`src/rtl/uart_rx_ctrl.sv`:
```
// 8N1 UART receiver with 16x oversampling; o_valid rises 152*CLKS_PER_OS+3 clocks after the start edge.
// Single-entry output buffer: a byte completing while the buffer is full and not being consumed is dropped and flagged sticky in o_overrun.
module uart_rx_ctrl #(
   parameter int unsigned CLKS_PER_OS = 27
) (
   input  logic       i_clk,
   input  logic       i_reset,
   input  logic       i_rxd,
   input  logic       i_ready,
   input  logic       i_err_clr,
   output logic [7:0] o_data,
   output logic       o_valid,
   output logic       o_frame_err,
   output logic       o_overrun,
   output logic       o_busy
);

   typedef enum logic [2:0] {
      S_IDLE,
      S_START,
      S_DATA,
      S_STOP,
      S_BREAK
   } state_t;

   localparam logic [7:0] PRESC_MAX = 8'(CLKS_PER_OS - 1);

   state_t     state;
   state_t     state_nxt;
   logic       rxd_m;
   logic       rxd_s;
   logic [7:0] presc;
   logic       os_tick;
   logic [3:0] tick_cnt;
   logic [2:0] bit_idx;
   logic [7:0] shift;
   logic       tick_clr;
   logic       shift_en;
   logic       deliver;
   logic       frame_err;

   assign os_tick = (presc == PRESC_MAX);
   assign o_busy  = (state != S_IDLE);

   always_ff @(posedge i_clk) begin
      if (i_reset) begin
         state <= S_IDLE;
      end else begin
         state <= state_nxt;
      end
   end

   always_comb begin
      state_nxt = state;
      tick_clr  = 1'b0;
      shift_en  = 1'b0;
      deliver   = 1'b0;
      frame_err = 1'b0;
      case (state)
         S_IDLE: begin
            if (!rxd_s) begin
               state_nxt = S_START;
               tick_clr  = 1'b1;
            end
         end
         S_START: begin
            // mid-point of the start bit: a high line here was only a glitch
            if (os_tick && tick_cnt == 4'd7) begin
               tick_clr  = 1'b1;
               state_nxt = rxd_s ? S_IDLE : S_DATA;
            end
         end
         S_DATA: begin
            if (os_tick && tick_cnt == 4'd15) begin
               shift_en = 1'b1;
               if (bit_idx == 3'd7) begin
                  state_nxt = S_STOP;
               end
            end
         end
         S_STOP: begin
            if (os_tick && tick_cnt == 4'd15) begin
               if (rxd_s) begin
                  deliver   = 1'b1;
                  state_nxt = S_IDLE;
               end else begin
                  frame_err = 1'b1;
                  state_nxt = S_BREAK;
               end
            end
         end
         S_BREAK: begin
            if (rxd_s) begin
               state_nxt = S_IDLE;
            end
         end
         default: state_nxt = S_IDLE;
      endcase
   end

   always_ff @(posedge i_clk) begin
      if (i_reset) begin
         rxd_m       <= 1'b1;
         rxd_s       <= 1'b1;
         presc       <= 8'd0;
         tick_cnt    <= 4'd0;
         bit_idx     <= 3'd0;
         shift       <= 8'd0;
         o_data      <= 8'd0;
         o_valid     <= 1'b0;
         o_frame_err <= 1'b0;
         o_overrun   <= 1'b0;
      end else begin
         rxd_m <= i_rxd;
         rxd_s <= rxd_m;

         // held at zero in IDLE so the first tick lands CLKS_PER_OS clocks after START entry
         if (state == S_IDLE || os_tick) begin
            presc <= 8'd0;
         end else begin
            presc <= presc + 8'd1;
         end

         if (state == S_IDLE || tick_clr) begin
            tick_cnt <= 4'd0;
         end else if (os_tick) begin
            tick_cnt <= tick_cnt + 4'd1;
         end

         if (state == S_START) begin
            bit_idx <= 3'd0;
         end else if (shift_en) begin
            bit_idx <= bit_idx + 3'd1;
         end

         if (shift_en) begin
            shift <= {rxd_s, shift[7:1]};
         end

         o_frame_err <= frame_err;

         // a consume and a delivery in the same cycle hand the slot straight to the new byte
         if (deliver && (!o_valid || i_ready)) begin
            o_data  <= shift;
            o_valid <= 1'b1;
         end else if (o_valid && i_ready) begin
            o_valid <= 1'b0;
         end

         if (deliver && o_valid && !i_ready) begin
            o_overrun <= 1'b1;
         end else if (i_err_clr) begin
            o_overrun <= 1'b0;
         end
      end
   end

endmodule

```
`config.mk`:
```
export PLATFORM = sky130hd
export DESIGN_NAME = uart_rx_ctrl
export DESIGN_NICKNAME = d
export VERILOG_FILES = /design/src/rtl/uart_rx_ctrl.sv
export SDC_FILE = /design/constraint.sdc
export NUM_CORES = 1
export LEC_CHECK = 0
export ABC_AREA = 1
export CAP_MARGIN = 20
export CORE_ASPECT_RATIO = 0.6
export CORE_MARGIN = 1
export CORE_UTILIZATION = 45
export CTS_CLUSTER_SIZE = 12
export DETAILED_ROUTE_END_ITERATION = 7
export PLACE_DENSITY = 0.65
export SYNTH_ARGS = -nofsm -noshare
export SYNTH_HDL_FRONTEND = slang
export SYNTH_SLANG_ARGS = --single-unit
```
`constraint.sdc`:
```
create_clock -name i_clk -period 3.3 [get_ports i_clk]
set_input_delay 0.495 -clock i_clk [delete_from_list [all_inputs] [get_ports i_clk]]
set_output_delay 0.495 -clock i_clk [all_outputs]
set_load 0.05 [all_outputs]
```
After elaboration in Yosys (flattened, before gate mapping) --
Index checks and enable logic that the tools add are counted.
Operators by class: add/sub/neg operators 3, multiply operators 0, div/mod/pow operators 0, $lt $le $gt $ge 0, eq/ne operators 14, shift operators 0, muxes and demuxes 21, bitwise logic cells 2, reduce and logical (&&, ||, !) cells 20
Operators with widths (number):
- 2-to-1 mux 3 bit | 7
- case mux 3 bit (5 select lines) | 1
- != test 2 bit, second input constant | 6
- 2-to-1 mux 1 bit | 11
- adder 8 x 1 -> 8 bit, second input constant | 1
- equality test 8 x 5 -> 1 bit, second input constant | 1
- equality test 3 x 2 -> 1 bit, second input constant | 2
- equality test 3 bit, second input constant | 2
- logical AND 1 bit | 6
- AND reduction 6 bit | 1
- OR reduction 2 bit | 3
- adder 4 x 1 -> 4 bit, second input constant | 1
- equality test 4 x 3 -> 1 bit, second input constant | 1
- equality test 4 bit, second input constant | 1
- nonzero test 2 bit | 2
- adder 3 x 1 -> 3 bit, second input constant | 1
- equality test 3 x 1 -> 1 bit, second input constant | 1
- logical NOT 3 bit | 1
- logical OR 1 bit | 3
- nonzero test 3 bit | 1
- OR reduction 3 bit | 1
- logical NOT 1 bit | 2
- 2-to-1 mux 2 bit | 1
- inverter 1 bit | 2
- case mux 1 bit (2 select lines) | 1
Word-level totals: bits in registers 39, bits in latches 0, RAM bits 0, ROM bits 0, bits of input ports 5, word-level logic and storage cells 71, memories 0

Depth between registers and ports, before layout --
Gate-level depths: netlist (run 1).
depth after elaboration 7, mapped depth 10

Worst setup path after synthesis (run 1) --
Ideal clock, no wire load.
kind register -> register, start reg tick_cnt[0], end reg o_data[0], setup time 0.116 ns, arrival 1.345 ns, slack 1.839 ns, cell stages (with the launch flop) 9, path buffers 0, clock period less this slack 1.461 ns, path through dfxtp_1 -> ha_1 -> nand2_1 -> nor2_4 -> nand3_2 -> nor3_4 -> inv_2 -> nor2_1 -> nor2_1
Between the ends: cells in the longest elaborated chain, start to end 5
Ends and longest elaborated chain:
- start: declaration | line 34 | logic [3:0] tick_cnt;
- start signal: assignment | line 127 | tick_cnt <= tick_cnt + 4'd1;
- equality test 4 bit | line 82 | if (os_tick && tick_cnt == 4'd15) begin
- logical AND 1 bit | line 82
- 2-to-1 mux 1 bit | line 82
- 2-to-1 mux 1 bit | line 59 | case (state)
- logical AND 1 bit | line 143 | if (deliver && (!o_valid || i_ready)) begin
- end signal: assignment | line 144 | o_data <= shift;
- end: declaration | line 11 | output logic [7:0] o_data,
No other way between the ends. A chain may end at the register's enable or synchronous reset.

Final worst setup path (run 1) --
start reg state[2], end out o_busy
Between the ends: cells in the longest elaborated chain, start to end 1
Ends and longest elaborated chain:
- start: declaration | line 28 | state_t state;
- start signal: assignment | line 49 | state <= state_nxt;
- nonzero test 3 bit | line 43 | assign o_busy = (state != S_IDLE);
- end: declaration | line 15 | output logic o_busy
No other way between the ends.

==> summary by stage, run 1 <==
Run status
The flow ran to the end, and the final reports show no timing, DRC or antenna violations.

Clock network
The number of sinks driven by the clock tree is 39. TritonCTS built the clock tree. In this run the number of H-tree levels came out at 2. Counting along the longest clock path gives a buffer depth of 2. After clock tree synthesis, the clock-pin slew on the worst setup and hold paths is 0.08 ns. The post-CTS resize count is 0.

The number of hold buffers added after CTS was 0. Buffers inserted during clock tree synthesis total 5. The clock root buffer master is sky130_fd_sc_hd__clkbuf_8. The number of setup buffers added after CTS is 0. Clock latency on the worst-skew pair, taken at its later pin, is 0.29 ns.

Place
Buffers placed on the I/O ports in this run total 16. The cell area after placement is 0.00192 sq mm. Detailed placement ended at an HPWL of 2.38 mm. The number of placed instances, taps included, is 282. The final weighted congestion in routability-driven placement is 0.854.

Synthesis
The register bit total from synthesis is 39. In the post-synthesis netlist, the biggest area contributors are sky130_fd_sc_hd__dfxtp_1, sky130_fd_sc_hd__nor2_1, sky130_fd_sc_hd__inv_1, sky130_fd_sc_hd__nand2_1, sky130_fd_sc_hd__o21ai_0. The area fraction of the dominant cell type after synthesis is 45.3%.

Yosys mapped a number of flops with a built-in enable equal to 0. The average instance in the mapped netlist occupies 7.65 sq um. The netlist area before placement is 0.00172 sq mm. Ranked by instance count, the synthesized netlist is headed by sky130_fd_sc_hd__dfxtp_1, sky130_fd_sc_hd__nor2_1, sky130_fd_sc_hd__inv_1. Counting distinct cell types in the post-synthesis netlist gives 26. Summing the sequential cell areas from Yosys gives 45.3% of the chip area.

For this run, asynchronously set or reset flops after synthesis account for 0%. The dominant register cell in the synthesized netlist is sky130_fd_sc_hd__dfxtp_1. The post-synthesis net count is 235. The count of yosys warnings during synthesis is 0. The number of cells produced by synthesis is 225. In the post-synthesis netlist, the cell with the most instances is sky130_fd_sc_hd__dfxtp_1. sky130_fd_sc_hd__dfxtp_1 takes more of the synthesized area than any other cell.

Die
The floorplan die height is 49.9 um. The die outline area is 0.00409 sq mm. The region available for standard cell placement spans 0.00344 sq mm. The initial utilization of the core area, before any placement, comes to 50.0%. The top-level I/O count is 17. The horizontal die dimension is 81.9 um. The initialized floorplan defines 16 standard-cell rows.

Routing
Dividing the detail-routed via count by the number of cells gives 4.73. Before antenna repair, the detailed router went through 4 iterations. The total via count in the routed design is 1372. The detailed router finished its first iteration with 81 violations. The final layout contains routed wiring with a total length of 3.29 mm. The remaining routing DRC violations is 0. The count of nets left with antenna violations once routing finished came out at 0. The routed wire length per instance is 11.3 um.

Global routing
For this run the aggregate overflow at the end of global routing stands at 0. The global-route total usage across every layer is 18.9%. The first global-routing pass estimated 5.69 mm of wire. Entering global routing, the biggest net connects 23 pins. The number of global-route vias before repair was 1207. The initial antenna violation count is 0.

Timing
For the final routed database, the setup TNS stands at 0 ns. The fmax is 447 MHz. The final hold violation count is 0.

Measured against its own limit, the worst slew margin works out to 65.1%. The number of failing setup endpoints in the final timing report is 0. The count of pins over their slew limit came to 0. The worst-margin pin slew is 0.521 ns. Setup repair after global routing left no endpoint under its margin. The clock arrives with 0.00448 ns of skew. The minimum clock period after layout is 2.24 ns.

The final cycle utilization of the critical path is 67.8%.

Cells and area
The final layout contains 254 nets. The core utilization of the finished layout is 59.2%. The final antenna diode count is 0. The final design area excluding fillers is 0.00204 sq mm. The area growth from synthesis to layout is 18.4%. The finished layout holds 290 standard cells, fillers aside. The share of post-route cells with drive strength above 1 is 11.8%.

Setup path
The sort of element at the start of the critical path is a flop. The arrival time reported for the critical path endpoint is 1.74 ns. At the worst endpoint, the required time is 2.80 ns. The category of the worst setup path capture point is a primary output. The highest fanout seen on the critical path is 6. By startpoint and endpoint, the worst setup path is classified as flop to primary output.

Flow run
Across the run, the number of max-cap violations was 0.

Worst hold path
The tightest min-delay check is of the flop to flop type.

Power
The power density of the placed cells is 599 mW/mm^2. Summed over all cells, the static leakage comes to 0.830 nW. The worst voltage drop across the vdd grid is 0.563 mV.
[power by group]
group	internal [mW]	switching, mW	total [mW]	leakage (nW)
clock network	0.245	0.172	0.417	0.0612
logic	0.0903	0.206	0.297	0.454
registers	0.491	0.0159	0.507	0.315
[through the flow]
step | worst slack [ns] | total power, mW | hold slack, ns
2_1_floorplan | 1.84 | 0.744 | 0.389
3_3_place_gp | 1.40 | 0.810 | 0.418
3_5_place_dp | 1.39 | 0.809 | 0.406
4_1_cts | 1.05 | 1.23 | 0.425
5_1_grt | 0.977 | 1.29 | 0.436
6_report | 1.06 | 1.22 | 0.430
[state kept, by name, indices dropped and copies added, names as in the netlist]
signal	cells
o_frame_err	1
shift	8
tick_cnt	4
presc	8
state	3
o_data	8
rxd_m	1
bit_idx	3
o_valid	1
rxd_s	1
o_overrun	1
[path summary, 6_finish.rpt]
check / to / startpoint / depth (start not counted) / slack, ns
worst max register to register: o_data[0] / tick_cnt[0] / 8 / 1.52
worst max-delay path: o_busy / state[2] / 3 / 1.06
worst min register to register: rxd_s / rxd_m / 1 / 0.43
worst min-delay path: rxd_s / rxd_m / 1 / 0.43
[cells by family after synthesis]
family,share of synthesized area (%)
and+or+nand+nor,28.1
AOI/OAI and AO/OA,13.0
buffers and inverters,8.87
DFF,45.3
xor gates and xnor gates,1.02
adders and majority gates,3.63
[critical path, cell delays in order, from the launching register on]
cell and delay, ns:
sky130_fd_sc_hd__dfxtp_1 0.47, sky130_fd_sc_hd__nor2_1 0.13, sky130_fd_sc_hd__inv_1 0.06, sky130_fd_sc_hd__clkdlybuf4s50_1 0.79
[metal layers]
layer | routed length [um] | GRT usage [%] | vias to the layer above
li1 | - | - | 755
met1 | 1940 | 30.4 | 587
met2 | 1160 | 22.2 | 25
met3 | 151 | 6.11 | 5
met4 | 36 | 6.14 | 0
met5 | 0 | 0 | -
[cell usage in the layout, fill, tap and decap left out, types with 2 or more instances in the layout]
| master | count |
|---|---|
| sky130_fd_sc_hd__dfxtp_1 | 39 |
| sky130_fd_sc_hd__nor2_1 | 35 |
| sky130_fd_sc_hd__inv_1 | 31 |
| sky130_fd_sc_hd__nand2_1 | 30 |
| sky130_fd_sc_hd__o21ai_0 | 18 |
| sky130_fd_sc_hd__a21oi_1 | 17 |
| sky130_fd_sc_hd__clkdlybuf4s50_1 | 16 |
| sky130_fd_sc_hd__nand3_1 | 6 |
| sky130_fd_sc_hd__clkbuf_8 | 6 |
| sky130_fd_sc_hd__nand3_2 | 5 |
| sky130_fd_sc_hd__o21ai_1 | 5 |
| sky130_fd_sc_hd__nor3_1 | 5 |
| sky130_fd_sc_hd__ha_1 | 5 |
| sky130_fd_sc_hd__inv_2 | 4 |
| sky130_fd_sc_hd__or2_2 | 4 |
| sky130_fd_sc_hd__nand2_2 | 2 |
| sky130_fd_sc_hd__nor3_4 | 2 |
| sky130_fd_sc_hd__nand4_1 | 2 |
| sky130_fd_sc_hd__o21a_1 | 2 |
| sky130_fd_sc_hd__xor2_1 | 2 |
| sky130_fd_sc_hd__nor3b_1 | 2 |
[cell type report]
class | instances | area, sq um
Clock buffer | 6 | 82.6
Clock inverter | 2 | 35.0
Fill cell | 332 | 1410
Inverter | 36 | 135
Multi-Input combinational cell | 146 | 788
Sequential cell | 39 | 781
Tap cell | 45 | 56.3
Timing Repair Buffer | 16 | 160
No activity file was read; power rests on OpenSTA's default activity.
==> run 2: changes to the inputs <==
Clock period 3.3 ns to 2.2 ns, I/O delays scaled along.
==> summary by stage, run 2 (synthesis results as in run 1) <==
Clock network
The maximum buffer depth of the clock tree is 2 (unchanged). The clock root buffer master is sky130_fd_sc_hd__clkbuf_8 (unchanged). The clock-pin slew on the worst setup and hold paths is 0.08 ns (about the same). The H-tree depth came to 2 (unchanged).

The number of setup buffers added after CTS is 0 (unchanged). The CTS tree is built (unchanged). The worst-skew pair later-pin latency is 0.30 ns (was 0.29 ns). The number of sinks driven by the clock tree is 39 (unchanged). The clock buffer count from CTS is 5 (unchanged).

Setup path
The worst-case register-to-register setup slack is 0.43 ns (was 1.52 ns). The worst flop-to-flop path endpoint is shift[3] (was o_data[0]). The cell with the biggest individual delay on the critical path is sky130_fd_sc_hd__clkdlybuf4s50_1 (unchanged). The number of cells on the worst reg-to-reg path was 7 (was 8).

The dominant delay contributor by cell family on the critical path was buffers and inverters (unchanged). The critical setup path kind is flop to primary output (unchanged). The delay contributed by the slowest stage of the critical path was 0.81 ns (was 0.79 ns). The count of buffering cells on the critical path with inverters included is 1 (was 2). The arrival time reported for the critical path endpoint is 1.45 ns (was 1.74 ns). The category of the worst setup path capture point is a primary output (unchanged). The highest fanout seen on the critical path is 2 (was 6). The sort of element at the start of the critical path is a flop (unchanged). The reg-to-reg startpoint is presc[0] (was tick_cnt[0]). The data required time of the worst path is 1.87 ns (was 2.80 ns). Crit-path cells: clkdlybuf4s50_1 (was nor2_1 -> inv_1 -> clkdlybuf4s50_1).

Cells and area
The leading cell type in the layout, fill and taps excluded is sky130_fd_sc_hd__dfxtp_1 (unchanged). Highest-count cells in the layout ignoring fill and taps: sky130_fd_sc_hd__dfxtp_1, sky130_fd_sc_hd__nor2_1, sky130_fd_sc_hd__inv_1 (unchanged). The number of nets in the layout is 255 (was 254). The core utilization of the finished layout is 59.4% (was 59.2%). Largest regs: o_data x8, presc x8, shift x8 (unchanged).

The synthesis-to-finish area growth was 18.9% (was 18.4%). The total area of multi-input combinational cells was 788 sq um (unchanged). The share of post-route cells with drive strength above 1 was 12.2% (was 11.8%). The final antenna diode count is 0 (unchanged). The total of fill cells in the finished design is 325 (was 332).

The number of standard cells in the final layout excluding fillers is 291 (was 290). The area occupied by registers is 781 sq um (unchanged).

Timing
Setup repair after global routing missed its margin: false (unchanged). The minimum clock period after layout is 1.78 ns. The final hold violation count is 0 (unchanged). The count of pins over their slew limit is 0 (unchanged). The maximum clock skew at final layout was 0.00424 ns (was 0.00448 ns). The worst-margin pin slew is 0.511 ns (was 0.521 ns). Based on the critical path, the design can be clocked at up to 561 MHz. The setup total negative slack is 0 ns (unchanged). After layout, the worst path uses 81.0% of the clock period. The worst max-slew margin expressed relative to the limit is 65.8% (was 65.1%). The number of failing setup endpoints in the final timing report is 0 (unchanged).

Worst hold path
The origin of the worst min-delay path is rxd_m (unchanged). The worst hold path endpoint is rxd_s (unchanged). The classification of the worst-slack hold path is flop to flop (unchanged). The cell count of the worst hold path is 1 (unchanged).

Routing
The routed wire length is 3.16 mm (was 3.29 mm). The remaining routing DRC violations was 0 (unchanged). The total via count in the routed design is 1353 (was 1372). The first-pass iteration count of the detailed router is 4 (unchanged). The count of nets left with antenna violations after detail routing is 0 (unchanged).

The routed wire length per instance is 10.9 um (was 11.3 um). The mean number of vias per cell was 4.65 (was 4.73). The initial detailed-routing violation count is 49 (was 81).

Die
The horizontal die dimension is 81.9 um (unchanged). The die outline area is 0.00409 sq mm (unchanged). The top-level I/O count is 17 (unchanged).

The initial core utilization is 50.0% (unchanged). The core region area is 0.00344 sq mm (unchanged). The floorplan die height was 49.9 um (unchanged).

The cell row count is 16 (unchanged).

Place
The number of input and output port buffers inserted is 16 (unchanged). The final weighted congestion in routability-driven placement is 0.855 (was 0.854). The total half-perimeter wirelength after legalization and detailed placement is 2.33 mm (was 2.38 mm). The number of placed instances, taps included was 283 (was 282).

Global routing
The pin count of the biggest net entering global routing is 23 (unchanged). The number of global-route vias before repair is 1186 (was 1207). The wire length of the first global-routing pass was 5.26 mm (was 5.69 mm). The global-route total usage across every layer is 17.5% (was 18.9%). The initial antenna violation count came to 0 (unchanged). The leftover overflow at the end of global routing is 0 (unchanged).

Power
The power density of the placed cells is 891 mW/mm^2 (was 599 mW/mm^2). The leakage power was 0.844 nW (was 0.830 nW). The total design power is 1.82 mW (was 1.22 mW). The worst voltage drop across the vdd grid came to 0.494 mV (was 0.563 mV).

Run status
Result of the run: finished, final reports clean (unchanged).

Flow run
The number of maximum-capacitance constraint violations is 0 (unchanged).
## run 2: routing by layer
layer  vias up  routed length (um)  track usage (%)
met4         0                  73             9.94
met2        16                1040             20.5
met5         -                   0                0
met3         8                 119             6.11
met1       568                1920             26.4
li1        761                   -                -
## run 2: stage by stage
step	worst slack, ns	hold WS (ns)	area (sq um)
after floorplan	0.739	0.389	1720
after global placement	0.456	0.392	1930
after detailed placement	0.448	0.399	1930
after CTS	0.105	0.421	2040
after global routing	0.265	0.428	2050
final	0.417	0.414	2050
## run 2: repair_timing
| action | in CTS | in global routing |
|---|---|---|
| hold buffers | 0 | 0 |
| endpoints found under the setup margin | 0 | 1 |
| resized for setup | 0 | 1 |
## run 2: cell type report
class,count,area share (%)
repair buffers,17,8.31
multi-input cells,146,38.5
inverters,36,6.60
clock inverters,3,2.32
clock buffers,5,3.36
flip-flops and latches,39,38.1
well taps,45,2.75
## run 2: power breakdown
group          internal (mW)  switching [mW]
logic                  0.136           0.304
clock network          0.344           0.279
registers              0.736          0.0254
## run 2: how the worst max path moves through the flow
stage,startpoint,endpoint,slack (ns),cells past startpoint
5_1_grt,presc[0],shift[3],0.27,7
3_5_place_dp,state[0],o_busy,0.45,5
2_1_floorplan,tick_cnt[0],o_data[0],0.74,8
6_report,o_valid,o_valid,0.42,1
3_3_place_gp,state[0],o_busy,0.46,5
4_1_cts,state[0],o_busy,0.11,5
